===== src/rtl/pdm_mic_deserializer_if.sv =====
// PCM sample handshake between the PDM deserializer and the record-buffer writer.
interface pdm_mic_deserializer_if #(
   parameter int unsigned OUT_W = 8
);
   logic [OUT_W-1:0] pcm_data;
   logic             pcm_valid;
   logic             pcm_ready;

   modport master (output pcm_data, output pcm_valid, input pcm_ready);
   modport slave  (input pcm_data, input pcm_valid, output pcm_ready);
endinterface


===== src/rtl/pdm_mic_deserializer.sv =====
// PDM microphone front end: generates m_clk, counts ones per decimation window and
// presents one unsigned PCM sample per window over a valid/ready handshake.
module pdm_mic_deserializer #(
   parameter int unsigned CLK_DIV = 50,
   parameter int unsigned DECIM   = 128,
   parameter int unsigned OUT_W   = 8
) (
   input  logic                          clk,
   input  logic                          reset,
   input  logic                          en,
   input  logic                          pdm_in,
   output logic                          m_clk,
   output logic                          overrun,
   pdm_mic_deserializer_if.master        pcm
);

   localparam int unsigned DIV_W = (CLK_DIV > 1) ? $clog2(CLK_DIV) : 1;
   localparam int unsigned BIT_W = (DECIM > 1) ? $clog2(DECIM) : 1;
   localparam logic [DIV_W-1:0] DIV_LAST = DIV_W'(CLK_DIV - 1);
   localparam logic [BIT_W-1:0] BIT_LAST = BIT_W'(DECIM - 1);

   typedef enum logic {IDLE, RUN} state_t;

   state_t           state;
   logic [DIV_W-1:0] div_cnt;
   logic [BIT_W-1:0] bit_cnt;
   logic [OUT_W-1:0] ones_cnt;

   logic             tick_c;
   logic             load_c;
   logic [OUT_W-1:0] ones_next_c;

   // Sample tick is the cycle before m_clk rises; a dropping en suppresses it.
   always_comb begin
      tick_c      = (state == RUN) && en && (div_cnt == DIV_LAST) && !m_clk;
      load_c      = tick_c && (bit_cnt == BIT_LAST);
      ones_next_c = ones_cnt + OUT_W'(pdm_in);
   end

   // State, clock divider, window accumulator and output sample register.
   always_ff @(posedge clk or negedge reset) begin
      if (!reset) begin
         state         <= IDLE;
         m_clk         <= 1'b0;
         div_cnt       <= '0;
         bit_cnt       <= '0;
         ones_cnt      <= '0;
         overrun       <= 1'b0;
         pcm.pcm_data  <= '0;
         pcm.pcm_valid <= 1'b0;
      end else begin
         // A new sample always wins; overrun only if the old one was not taken this cycle.
         if (load_c) begin
            pcm.pcm_data  <= ones_next_c;
            pcm.pcm_valid <= 1'b1;
            if (pcm.pcm_valid && !pcm.pcm_ready) begin
               overrun <= 1'b1;
            end
         end else if (pcm.pcm_valid && pcm.pcm_ready) begin
            pcm.pcm_valid <= 1'b0;
         end

         case (state)
            IDLE: begin
               m_clk    <= 1'b0;
               div_cnt  <= '0;
               bit_cnt  <= '0;
               ones_cnt <= '0;
               if (en) begin
                  state   <= RUN;
                  overrun <= 1'b0;
               end
            end
            RUN: begin
               if (!en) begin
                  // Partial window is dropped.
                  state    <= IDLE;
                  m_clk    <= 1'b0;
                  div_cnt  <= '0;
                  bit_cnt  <= '0;
                  ones_cnt <= '0;
               end else begin
                  if (div_cnt == DIV_LAST) begin
                     div_cnt <= '0;
                     m_clk   <= ~m_clk;
                  end else begin
                     div_cnt <= div_cnt + DIV_W'(1);
                  end
                  if (tick_c) begin
                     if (load_c) begin
                        bit_cnt  <= '0;
                        ones_cnt <= '0;
                     end else begin
                        bit_cnt  <= bit_cnt + BIT_W'(1);
                        ones_cnt <= ones_next_c;
                     end
                  end
               end
            end
            default: state <= IDLE;
         endcase
      end
   end

endmodule

===== src/flat_wrapper.sv =====
// flat-port wrapper written by rule: the top's interface ports become plain ports
module pdm_mic_deserializer_flat 
#(
   parameter int unsigned CLK_DIV = 50,
   parameter int unsigned DECIM   = 128,
   parameter int unsigned OUT_W   = 8
)
  (clk, reset, en, pdm_in, m_clk, overrun, pcm_pcm_data, pcm_pcm_valid, pcm_pcm_ready);
  pdm_mic_deserializer_if #(.OUT_W(OUT_W)) pcm_i ();
  input  logic clk;
  input  logic reset;
  input  logic en;
  input  logic pdm_in;
  output logic m_clk;
  output logic overrun;
  output wire logic [$bits(pcm_i.pcm_data)-1:0] pcm_pcm_data;
  output wire logic [$bits(pcm_i.pcm_valid)-1:0] pcm_pcm_valid;
  input wire logic [$bits(pcm_i.pcm_ready)-1:0] pcm_pcm_ready;
  assign pcm_pcm_data = pcm_i.pcm_data;
  assign pcm_pcm_valid = pcm_i.pcm_valid;
  assign pcm_i.pcm_ready = pcm_pcm_ready;
  pdm_mic_deserializer #(.CLK_DIV(CLK_DIV), .DECIM(DECIM), .OUT_W(OUT_W)) u_core (.clk(clk), .reset(reset), .en(en), .pdm_in(pdm_in), .m_clk(m_clk), .overrun(overrun), .pcm(pcm_i));
endmodule

===== config.mk =====
export PLATFORM = sky130hd
export DESIGN_NAME = pdm_mic_deserializer_flat
export DESIGN_NICKNAME = d
export VERILOG_FILES = /design/src/rtl/pdm_mic_deserializer_if.sv /design/src/rtl/pdm_mic_deserializer.sv /design/src/flat_wrapper.sv
export SDC_FILE = /design/constraint.sdc
export NUM_CORES = 1
export LEC_CHECK = 0
export BUFFER_PORTS_ARGS = -buffer_cell sky130_fd_sc_hd__buf_4
export CORE_ASPECT_RATIO = 1.1
export CORE_MARGIN = 10
export CORE_UTILIZATION = 55
export DETAILED_ROUTE_END_ITERATION = 10
export HOLD_SLACK_MARGIN = 0.15
export PLACE_DENSITY = 0.79
export SLEW_MARGIN = 5
export SYNTH_ARGS = -nofsm -noshare
export SYNTH_HDL_FRONTEND = slang
export SYNTH_SLANG_ARGS = --single-unit

===== constraint.sdc =====
create_clock -name clk -period 3.5 [get_ports clk]
set_input_delay 0.175 -clock clk [delete_from_list [all_inputs] [get_ports clk]]
set_output_delay 0.175 -clock clk [all_outputs]
set_load 0.05 [all_outputs]

==> results of run 1 <==
[logic make-up (layout without fill, tap and decap cells)]
family	count (synthesis)	in the layout
fa+ha+maj	5	5
simple gates	64	64
buf+inv	10	31
mux	3	3
compound gates	31	31
flops	33	33
xor+xnor	13	13
[worst min-delay path: stages]
cell and delay (ns):
buf_4 0.08, ha_1 0.13, mux2_1 0.13
[final timing paths]
check | startpoint | end | slack (ns)
worst min-delay path | pdm_in | u_core.pcm.pcm_data[0]$_DFFE_PN0P_ | 0.21
min in group asynchronous | reset | u_core.pcm.pcm_data[1]$_DFFE_PN0P_ | 0.32
worst min register to register | u_core.div_cnt[0]$_DFF_PN0_ | u_core.div_cnt[0]$_DFF_PN0_ | 0.50
worst max-delay path | u_core.div_cnt[3]$_DFF_PN0_ | u_core.pcm.pcm_data[0]$_DFFE_PN0P_ | 1.23
worst max register to register | u_core.div_cnt[3]$_DFF_PN0_ | u_core.pcm.pcm_data[0]$_DFFE_PN0P_ | 1.23
max in group asynchronous | reset | u_core.m_clk$_DFFE_PN0P_ | 2.89
[placed cells by master, fill, tap and decap left out, drive strengths merged, types with 2 or more instances in the layout]
cell,instances
buf,15
xnor2,9
mux2,3
a21o,2
a22o,4
dlygate4sd3,3
o311ai,4
nand3,9
dfrtp,33
o31ai,2
nor2,25
and2,2
nand2,10
a21oi,12
nor4,5
xor2,4
o21a,4
clkbuf,8
nand4,4
ha,5
inv,5
nor3,2
[final cells by class]
type,count,share of cell area [%]
clock buffer,8,2.65
multi-input combinational,116,41.4
inverter,5,1.02
timing repair buffer,18,7.76
tap,33,2.25
sequential,33,44.9
[sequential cells by signal, summed over array words and instances (netlist names)]
name / flops
u_core.div_cnt: 6
u_core.state: 1
u_core.ones_cnt: 8
u_core.overrun: 1
u_core.pcm.pcm_data: 8
u_core.bit_cnt: 7
u_core.m_clk: 1
u_core.pcm.pcm_valid: 1
[metal layers]
metal	global-route usage (%)	vias to the layer above	wire length [um]
met3	5.53	10	195
met2	21.9	33	1770
met4	6.59	0	72
li1	-	611	-
met5	0	-	0
met1	12.8	618	1390
[report_power, final]
group	total (mW)	switching, mW	internal, mW
clock network	0.200	0.120	0.0799
logic	0.0229	0.0152	0.00776
registers	0.384	0.00172	0.383
[stage by stage]
stage / hold slack (ns) / util [%]
after floorplan: -0.121 / -
after global placement: 0.131 / 62.8
after detailed placement: 0.137 / 62.8
after CTS: 0.151 / 65.2
after global routing: 0.226 / 65.6
final: 0.210 / 65.6
==> results.ini, run 1 <==
[status]
status = complete, no violations

[logic_synthesis]
synth_top_family_by_area = simple AND/OR/NAND/NOR gates
ys_seq_elements = 33
synth_edf_count = 0
yosysMostFrequentCell = dfrtp_1
yosysWarningCount = 0
synthAdderAreaFrac_pct = 3.83
avgSynthCellArea_sq_um = 10.3
synth_area_sq_mm = 0.00164
ys_top_cells_by_area = dfrtp_1 (50%), nor2_1 (5.7%), xnor2_1 (4.8%), ha_1 (3.8%), a21oi_1 (3.7%)
synthMuxAreaShare_pct = 2.07
ys_types = 34
syn_inst = 159
synth_top_area_share_pct = 50.5
synth_top_area_cell = dfrtp_1
synthSimpleGateAreaFrac_pct = 20.5
ys_top_cells_by_count = dfrtp_1 (33), nor2_1 (25), a21oi_1 (12), nand2_1 (10)
ys.flop_type = dfrtp_1
synth-compound-area-share_pct = 13.2
ys_seq_area_share_pct = 50.5
synthXorXnorAreaFrac_pct = 6.96
async_flop_share_pct = 100
synth_nets = 169

[sta]
setup_tns_ns = 0
slew_headroom_pct = 45.8
final_hold_viol_count = 0
skew_ns = 0.00290
max_freq_ghz = 0.441
setup_slack_ns = 1.23
final.min_clock_period_ns = 2.27
report.final.slew_viol_count = 0
rsz0062_at_grt = false
report.final.setup_viol = 0
max_slew.worst_pin.slew_ns = 0.809
post-route-period-util_pct = 64.7

[clock_tree]
postCtsHoldBufs = 2
numClockSinks = 33
numCtsBuffers = 5
clkLatencyLatePin_ns = 0.33
clockBufferDepth = 2
ctsResizeCount = 0
htreeDepth = 2
cts_setup_buffers = 0
cts_tree = done
clock-root-buffer = clkbuf_4
clk_pin_slew_ns = 0.09

[floorplan]
design.die.area_sq_mm = 0.00556
initial_core_util_pct = 58.3
die_h_um = 77.2
die_width_um = 72.0
num_rows = 20
ios = 16
core_area_sq_mm = 0.00280

[global_routing]
antenna_found_initial = 0
grt_overflow = 0
grt_max_degree = 34
grt_pass1_wl_um = 5800
grt_pass1_vias = 1321
grtUsageTotal_pct = 12.8

[hold_path]
hold_depth = 3
hold_class = in -> reg

[placement]
dp.final_hpwl_um = 2460
place_area_sq_mm = 0.00176
gp_congestion = 0.866
dpl_worst_slack_ns = 1.24
dp_cells = 202
port_buffers = 15

[setup_path]
crit_cells = 3
crit_buf_inv = 0
crit_arrival_ns = 2.49
cp_slowest_stage_delay_ns = 0.69
cp_top_family = simple AND/OR/NAND/NOR gates
startpoint_type = flop
path_max_fanout = 16
worstSetupEndpointType = flop
cp.required_ns = 3.72
path_cells = or4b_4 -> nor4_4 -> mux2_1
critical_path_class = reg -> reg
slowest_stage = nor4_4
rr_worst_depth = 3

[flow_run]
drv_cap = 0

[power_and_ir_drop]
ir_worst_vdd_mv = 0.232
p_leak_nw = 0.844
total_power_mw = 0.607
powerDensity_mw_per_mm2 = 330

[routing]
finalWirelength_um = 3430
via_count = 1272
ant_nets = 0
drcViolationCount = 0
drt_first_iter_violations = 64
avgRoutedWirePerCell_um = 16.1
vias_per_cell = 5.97
firstDrtPassIters = 5

[cells_and_area]
seqCellArea_sq_um = 826
final.fill_count = 223
nets = 189
area_delta_synth_final_pct = 12.4
final_layout_size_suffix_gt1_share_pct = 13.9
multiInputGateArea_sq_um = 761
n_antenna_cell = 0
finalNonFillerCells = 213
final_area_sq_mm = 0.00184

Note: power is estimated with default switching activity, not from simulation.
==> run 2: changes to the inputs <==
==> constraint.sdc (replaced) <==
create_clock -name clk -period 2.3 [get_ports clk]
set_input_delay 0.115 -clock clk [delete_from_list [all_inputs] [get_ports clk]]
set_output_delay 0.115 -clock clk [all_outputs]
set_load 0.05 [all_outputs]
==> results.ini, run 2 (same netlist as run 1, synthesis figures left out) <==
[placement]
gp_congestion = 0.827  ; -4.5%
dp.final_hpwl_um = 2280  ; -7.5%
port_buffers = 15  ; unchanged

[clock_tree]
clock-root-buffer = clkbuf_4
numCtsBuffers = 5  ; unchanged
cts_setup_buffers = 0  ; unchanged
clk_pin_slew_ns = 0.10  ; about the same
clockBufferDepth = 2  ; unchanged
htreeDepth = 2  ; unchanged
cts_tree = done
clkLatencyLatePin_ns = 0.34  ; about the same
numClockSinks = 33  ; unchanged

[sta]
max_slew.worst_pin.slew_ns = 0.493  ; -0.316 ns
report.final.slew_viol_count = 0  ; unchanged
setup_tns_ns = 0  ; unchanged
final_hold_viol_count = 0  ; unchanged
skew_ns = 0.00789  ; +0.00499 ns
post-route-period-util_pct = 85.3  ; +21 points
max_freq_ghz = 0.510  ; +16%
report.final.setup_viol = 0  ; unchanged
rsz0062_at_grt = false
final.min_clock_period_ns = 1.96  ; -0.304 ns
hold_ws_ns = 0.242  ; +0.0321 ns
slew_headroom_pct = 67.0  ; +21 points

[global_routing]
grt_overflow = 0  ; unchanged
grt_pass1_vias = 1261  ; -4.5%
antenna_found_initial = 0  ; unchanged
grtUsageTotal_pct = 12.1  ; -0.70 points
grt_max_degree = 34  ; unchanged
grt_pass1_wl_um = 5510  ; -5.0%

[routing]
finalWirelength_um = 3170  ; -7.6%
via_count = 1232  ; -3.1%
drcViolationCount = 0  ; unchanged
drt_first_iter_violations = 77  ; +20%
ant_nets = 0  ; unchanged
avgRoutedWirePerCell_um = 14.7  ; -8.8%
firstDrtPassIters = 4  ; -1
vias_per_cell = 5.70  ; -4.5%

[power_and_ir_drop]
powerDensity_mw_per_mm2 = 501  ; +52%
switching_share_pct = 23.1  ; +0.60 points
power_switching_mw = 0.216  ; +58%
total_power_mw = 0.933  ; +54%
combPwrFrac_pct = 3.8  ; about the same
power_frac_clock_pct = 33.5  ; +0.6 points
p_leak_nw = 0.859  ; +1.8%
seqPwrFrac_pct = 62.7  ; -0.6 points
intPower_mw = 0.717  ; +52%
ir_worst_vdd_mv = 0.426  ; +83%

[floorplan]
initial_core_util_pct = 58.3  ; unchanged
design.die.area_sq_mm = 0.00556  ; unchanged
ios = 16  ; unchanged
core_area_sq_mm = 0.00280  ; unchanged
die_width_um = 72.0  ; unchanged
die_h_um = 77.2  ; unchanged
num_rows = 20  ; unchanged

[setup_path]
crit_arrival_ns = 2.22  ; -0.27 ns
worstSetupEndpointType = flop
path_max_fanout = 12  ; -4
worst-r2r-setup-slack_ns = 0.34  ; -0.90 ns
slowest_stage = or4b_4
critical_path_class = reg -> reg
crit_buf_inv = 1  ; +1
cp_top_family = simple AND/OR/NAND/NOR gates
reg2reg_to = u_core.pcm.pcm_data[3]$_DFFE_PN0P_
cp_slowest_stage_delay_ns = 0.61  ; -0.08 ns
rr_worst_depth = 5  ; +2
path_cells = or4b_4 -> nor4_4 -> buf_4 -> nor2_1 -> a21oi_1
cp.required_ns = 2.56  ; -1.16 ns
crit-reg2reg-launch = u_core.div_cnt[3]$_DFF_PN0_
startpoint_type = flop

[cells_and_area]
area_delta_synth_final_pct = 13.9
final_layout_size_suffix_gt1_share_pct = 14.8  ; +0.87 points
final.fill_count = 227  ; +1.8%
layout_commonest_cell = dfrtp_1
reg_top3 = u_core.ones_cnt (8), u_core.pcm.pcm_data (8), u_core.bit_cnt (7)
nets = 192  ; +1.6%
fin_util_pct = 66.5  ; +0.89 points
n_antenna_cell = 0  ; unchanged
layout_common_cells = dfrtp_1 (33), nor2_1 (25), buf_4 (17)

[flow_run]
drv_cap = 0  ; unchanged

[status]
status = complete, no violations

[hold_path]
hold_class = in -> async

-- run 2: changes by cell type in the layout (fill, tap and decap cells not counted), sizes merged --
cell         previous run  this run
buf                    15        17
dlygate4sd3             3         4
-- run 2: through the flow --
stage,worst slack [ns],cells,cell area (sq um)
after global routing,0.209,216,1860
after detailed placement,0.331,204,1770
after floorplan,0.277,159,1640
after global placement,0.416,204,1770
final,0.339,216,1860
after CTS,0.316,216,1860
-- run 2: worst max-delay path by stage --
stage | from | to | slack, ns | cells past startpoint
detailed placement | u_core.div_cnt[3]$_DFF_PN0_ | u_core.pcm.pcm_data[3]$_DFFE_PN0P_ | 0.33 | 5
CTS | u_core.div_cnt[3]$_DFF_PN0_ | u_core.pcm.pcm_data[3]$_DFFE_PN0P_ | 0.32 | 5
global placement | u_core.div_cnt[3]$_DFF_PN0_ | u_core.pcm.pcm_data[0]$_DFFE_PN0P_ | 0.42 | 3
finish | u_core.div_cnt[3]$_DFF_PN0_ | u_core.pcm.pcm_data[3]$_DFFE_PN0P_ | 0.34 | 5
floorplan | u_core.m_clk$_DFFE_PN0P_ | u_core.ones_cnt[3]$_DFFE_PN0P_ | 0.28 | 5
global route | u_core.div_cnt[3]$_DFF_PN0_ | u_core.pcm.pcm_data[4]$_DFFE_PN0P_ | 0.21 | 5
-- run 2: worst reg2reg max path, stage by stage, from the launching register on --
cell and delay [ns]:
dfrtp_1 0.46, or4b_4 0.62, nor4_4 0.38, buf_4 0.25, nor2_1 0.05, a21oi_1 0.13
-- run 2: final cells by class --
cell class	count	area [sq um]	area share (%)
repair buffers	21	168	9.00
flip-flops and latches	33	826	44.3
well taps	33	41.3	2.22
multi-input cells	116	761	40.8
inverters	5	18.8	1.01
clock buffers	8	48.8	2.62
-- run 2: power by group through the flow --
stage | sequential [mW] | clock [mW] | combinational, mW
2_1_floorplan | 0.596 | 0 | 0.0106
3_3_place_gp | 0.596 | 0 | 0.0304
4_1_cts | 0.585 | 0.321 | 0.0367
5_1_grt | 0.586 | 0.343 | 0.0400
3_5_place_dp | 0.596 | 0 | 0.0312
6_report | 0.585 | 0.312 | 0.0357
-- run 2: per-layer routing --
layer  up-vias  track usage (%)  routed length (um)
li1        612                -                   -
met1       590             12.8                1330
met2        22             20.3                1590
met3         8             4.63                 181
met4         0             6.01                  64
met5         -                0                   0
-- run 2: repair_timing --
item / in CTS / in global routing
gates resized for setup: 0 / 0
hold buffers: 4 / 0
hold endpoints to repair: 38 / 0
==> run 3: changes to the inputs <==
--- a/config.mk
+++ b/config.mk
@@ -5,6 +5,7 @@
 export SDC_FILE = /design/constraint.sdc
 export NUM_CORES = 1
 export LEC_CHECK = 0
+export ABC_AREA = 1
 export BUFFER_PORTS_ARGS = -buffer_cell sky130_fd_sc_hd__buf_4
 export CORE_ASPECT_RATIO = 1.1
 export CORE_MARGIN = 10
==> results.ini, run 3 <==
[status]
status = complete, no violations

[setup_path]
critical_path_class = reg -> reg
startpoint_type = flop
worstSetupEndpointType = flop
crit_buf_inv = 1  ; unchanged
path_cells = ha_1 -> nand3_1 -> nor2_2 -> nand3_2 -> nand2_1 -> inv_1 -> nand2_1 -> nor2_1
cp_slowest_stage_delay_ns = 0.39  ; -0.22 ns
cp.required_ns = 2.54  ; -0.02 ns
slowest_stage = dfrtp_1
path_max_fanout = 12  ; unchanged
cp_top_family = simple AND/OR/NAND/NOR gates
crit_arrival_ns = 1.93  ; -0.29 ns
cp_common_cell = nand2_1

[sta]
hold_ws_ns = 0.243  ; +0.00106 ns
setup_tns_ns = 0  ; unchanged
post-route-period-util_pct = 73.2  ; -12 points
final_hold_viol_count = 0  ; unchanged
report.final.slew_viol_count = 0  ; unchanged
setup_slack_ns = 0.616  ; +0.277 ns
rsz0062_at_grt = false
max_slew.worst_pin.slew_ns = 0.467  ; -0.0261 ns
skew_ns = 0.0130  ; +0.00508 ns
report.final.setup_viol = 0  ; unchanged
max_freq_ghz = 0.594  ; +16%
final.min_clock_period_ns = 1.68  ; -0.277 ns
slew_headroom_pct = 68.8  ; +1.8 points

[cells_and_area]
finalNonFillerCells = 241  ; +12%
reg_top3 = u_core.ones_cnt (8), u_core.pcm.pcm_data (8), u_core.bit_cnt (7)
final.fill_count = 229  ; +0.88%
layout_commonest_cell = nand2_1
final_area_sq_mm = 0.00185  ; -0.87%
n_antenna_cell = 0  ; unchanged
nets = 217  ; +13%
final_layout_size_suffix_gt1_share_pct = 17.3  ; +2.6 points
layout_common_cells = nand2_1 (52), dfrtp_1 (33), inv_1 (19)
fin_util_pct = 65.9  ; -0.58 points
seqCellArea_sq_um = 826  ; unchanged
multiInputGateArea_sq_um = 707  ; -7.1%
area_delta_synth_final_pct = 13.0

[power_and_ir_drop]
powerDensity_mw_per_mm2 = 503  ; +0.57%
p_leak_nw = 0.971  ; +13%
ir_worst_vdd_mv = 0.426  ; about the same
total_power_mw = 0.930  ; -0.31%

[routing]
drt_first_iter_violations = 81  ; +5.2%
avgRoutedWirePerCell_um = 13.2  ; -10%
finalWirelength_um = 3180  ; +0.25%
ant_nets = 0  ; unchanged
firstDrtPassIters = 5  ; +1
vias_per_cell = 5.32  ; -6.8%
via_count = 1281  ; +4.0%
drcViolationCount = 0  ; unchanged

[global_routing]
grt_pass1_vias = 1260  ; -0.079%
grt_overflow = 0  ; unchanged
antenna_found_initial = 0  ; unchanged
grt_use_met1_pct = 12.8  ; -0.047 points
grtUsageTotal_pct = 12.4  ; +0.27 points
met3_usage_pct = 6.05  ; +1.4 points
grt_max_degree = 34  ; unchanged
met2_usage_pct = 20.4  ; +0.088 points
grt_pass1_wl_um = 5510  ; unchanged
busiest_layer = met2

[logic_synthesis]
synth_edf_count = 0  ; unchanged
avgSynthCellArea_sq_um = 8.88  ; -14%
ys_seq_area_share_pct = 50.5  ; about the same
yosysMostFrequentCell = nand2_1
synth_area_sq_mm = 0.00163  ; about the same
synth_nets = 194  ; +15%
synth_top_area_share_pct = 50.5  ; about the same
synth_top_area_cell = dfrtp_1
ys_seq_elements = 33  ; unchanged
ys.flop_type = dfrtp_1
ys_types = 24  ; -29%
async_flop_share_pct = 100  ; unchanged
yosysWarningCount = 0  ; unchanged
ys_top_cells_by_area = dfrtp_1 (51%), nand2_1 (12%), nand3_1 (5.2%), inv_1 (4.4%), nor2_1 (3.9%)
ys_top_cells_by_count = nand2_1 (52), dfrtp_1 (33), inv_1 (19), nand3_1 (17), nor2_1 (17)
syn_inst = 184  ; +16%

[floorplan]
initial_core_util_pct = 58.3  ; about the same
ios = 16  ; unchanged
core_area_sq_mm = 0.00280  ; unchanged
design.die.area_sq_mm = 0.00555  ; about the same
num_rows = 20  ; unchanged
die_h_um = 77.2  ; about the same
die_width_um = 72.0  ; about the same

[clock_tree]
cts_setup_buffers = 0  ; unchanged
clkLatencyLatePin_ns = 0.34  ; about the same
cts_tree = done
htreeDepth = 2  ; unchanged
numClockSinks = 33  ; unchanged
numCtsBuffers = 5  ; unchanged
postCtsHoldBufs = 4  ; unchanged
clockBufferDepth = 2  ; unchanged
clk_pin_slew_ns = 0.10  ; about the same
clock-root-buffer = clkbuf_4
ctsResizeCount = 0  ; unchanged

[hold_path]
hold_class = in -> async

[placement]
gp_congestion = 0.760  ; -8.1%
dp_cells = 229  ; +12%
place_area_sq_mm = 0.00176  ; -0.92%
dp.final_hpwl_um = 2280  ; about the same
port_buffers = 15  ; unchanged
dpl_worst_slack_ns = 0.639  ; +0.308 ns

[flow_run]
drv_cap = 0  ; unchanged

run 3: cell count changes after synthesis, sizes merged, moves of 7 or more:
cell	change
inv	+14
nand3	+11
o21ai	+11
xnor2	-8
nand2	+46
a21oi	-7
run 3: area by class of cell:
class                      instances  area share (%)
inverter                          19            3.86
clock buffer                       8            2.64
timing repair buffer              19            8.27
multi-input combinational        129            38.3
sequential                        33            44.7
tap                               33            2.24
run 3: where the power goes:
group / leakage [nW] / internal (mW) / switching [mW]
logic: 0.486 / 0.0138 / 0.0278
registers: 0.458 / 0.582 / 0.00198
clock network: 0.0265 / 0.122 / 0.182
total: 0.971 / 0.718 / 0.212
run 3: per-layer routing:
| layer | share of wire, % | wire length (um) |
|---|---|---|
| met1 | 39 | 1240 |
| met2 | 52 | 1660 |
| met3 | 6.4 | 203 |
| met4 | 2.3 | 72 |
| met5 | 0 | 0 |
run 3: worst paths after layout:
check | cells after the start | end | from | slack, ns
setup / recovery | 8 | u_core.bit_cnt[3]$_DFFE_PN0P_ | u_core.bit_cnt[0]$_DFFE_PN0P_ | 0.62
hold / removal | 2 | u_core.pcm.pcm_data[2]$_DFFE_PN0P_ | reset | 0.24
setup reg to reg | 8 | u_core.bit_cnt[3]$_DFFE_PN0P_ | u_core.bit_cnt[0]$_DFFE_PN0P_ | 0.62
hold reg to reg | 2 | u_core.pcm.pcm_data[1]$_DFFE_PN0P_ | u_core.pcm.pcm_data[1]$_DFFE_PN0P_ | 0.49
max in group asynchronous | 2 | u_core.div_cnt[5]$_DFF_PN0_ | reset | 1.75
min in group clk | 2 | u_core.state$_DFF_PN0_ | en | 0.46
run 3: cell families after synthesis:
kind of cell    share of synthesized area (%)
compound gates                           6.20
xor+xnor                                 3.22
fa+ha+maj                                3.83
buf+inv                                  6.20
flops                                    50.5
simple gates                             30.0
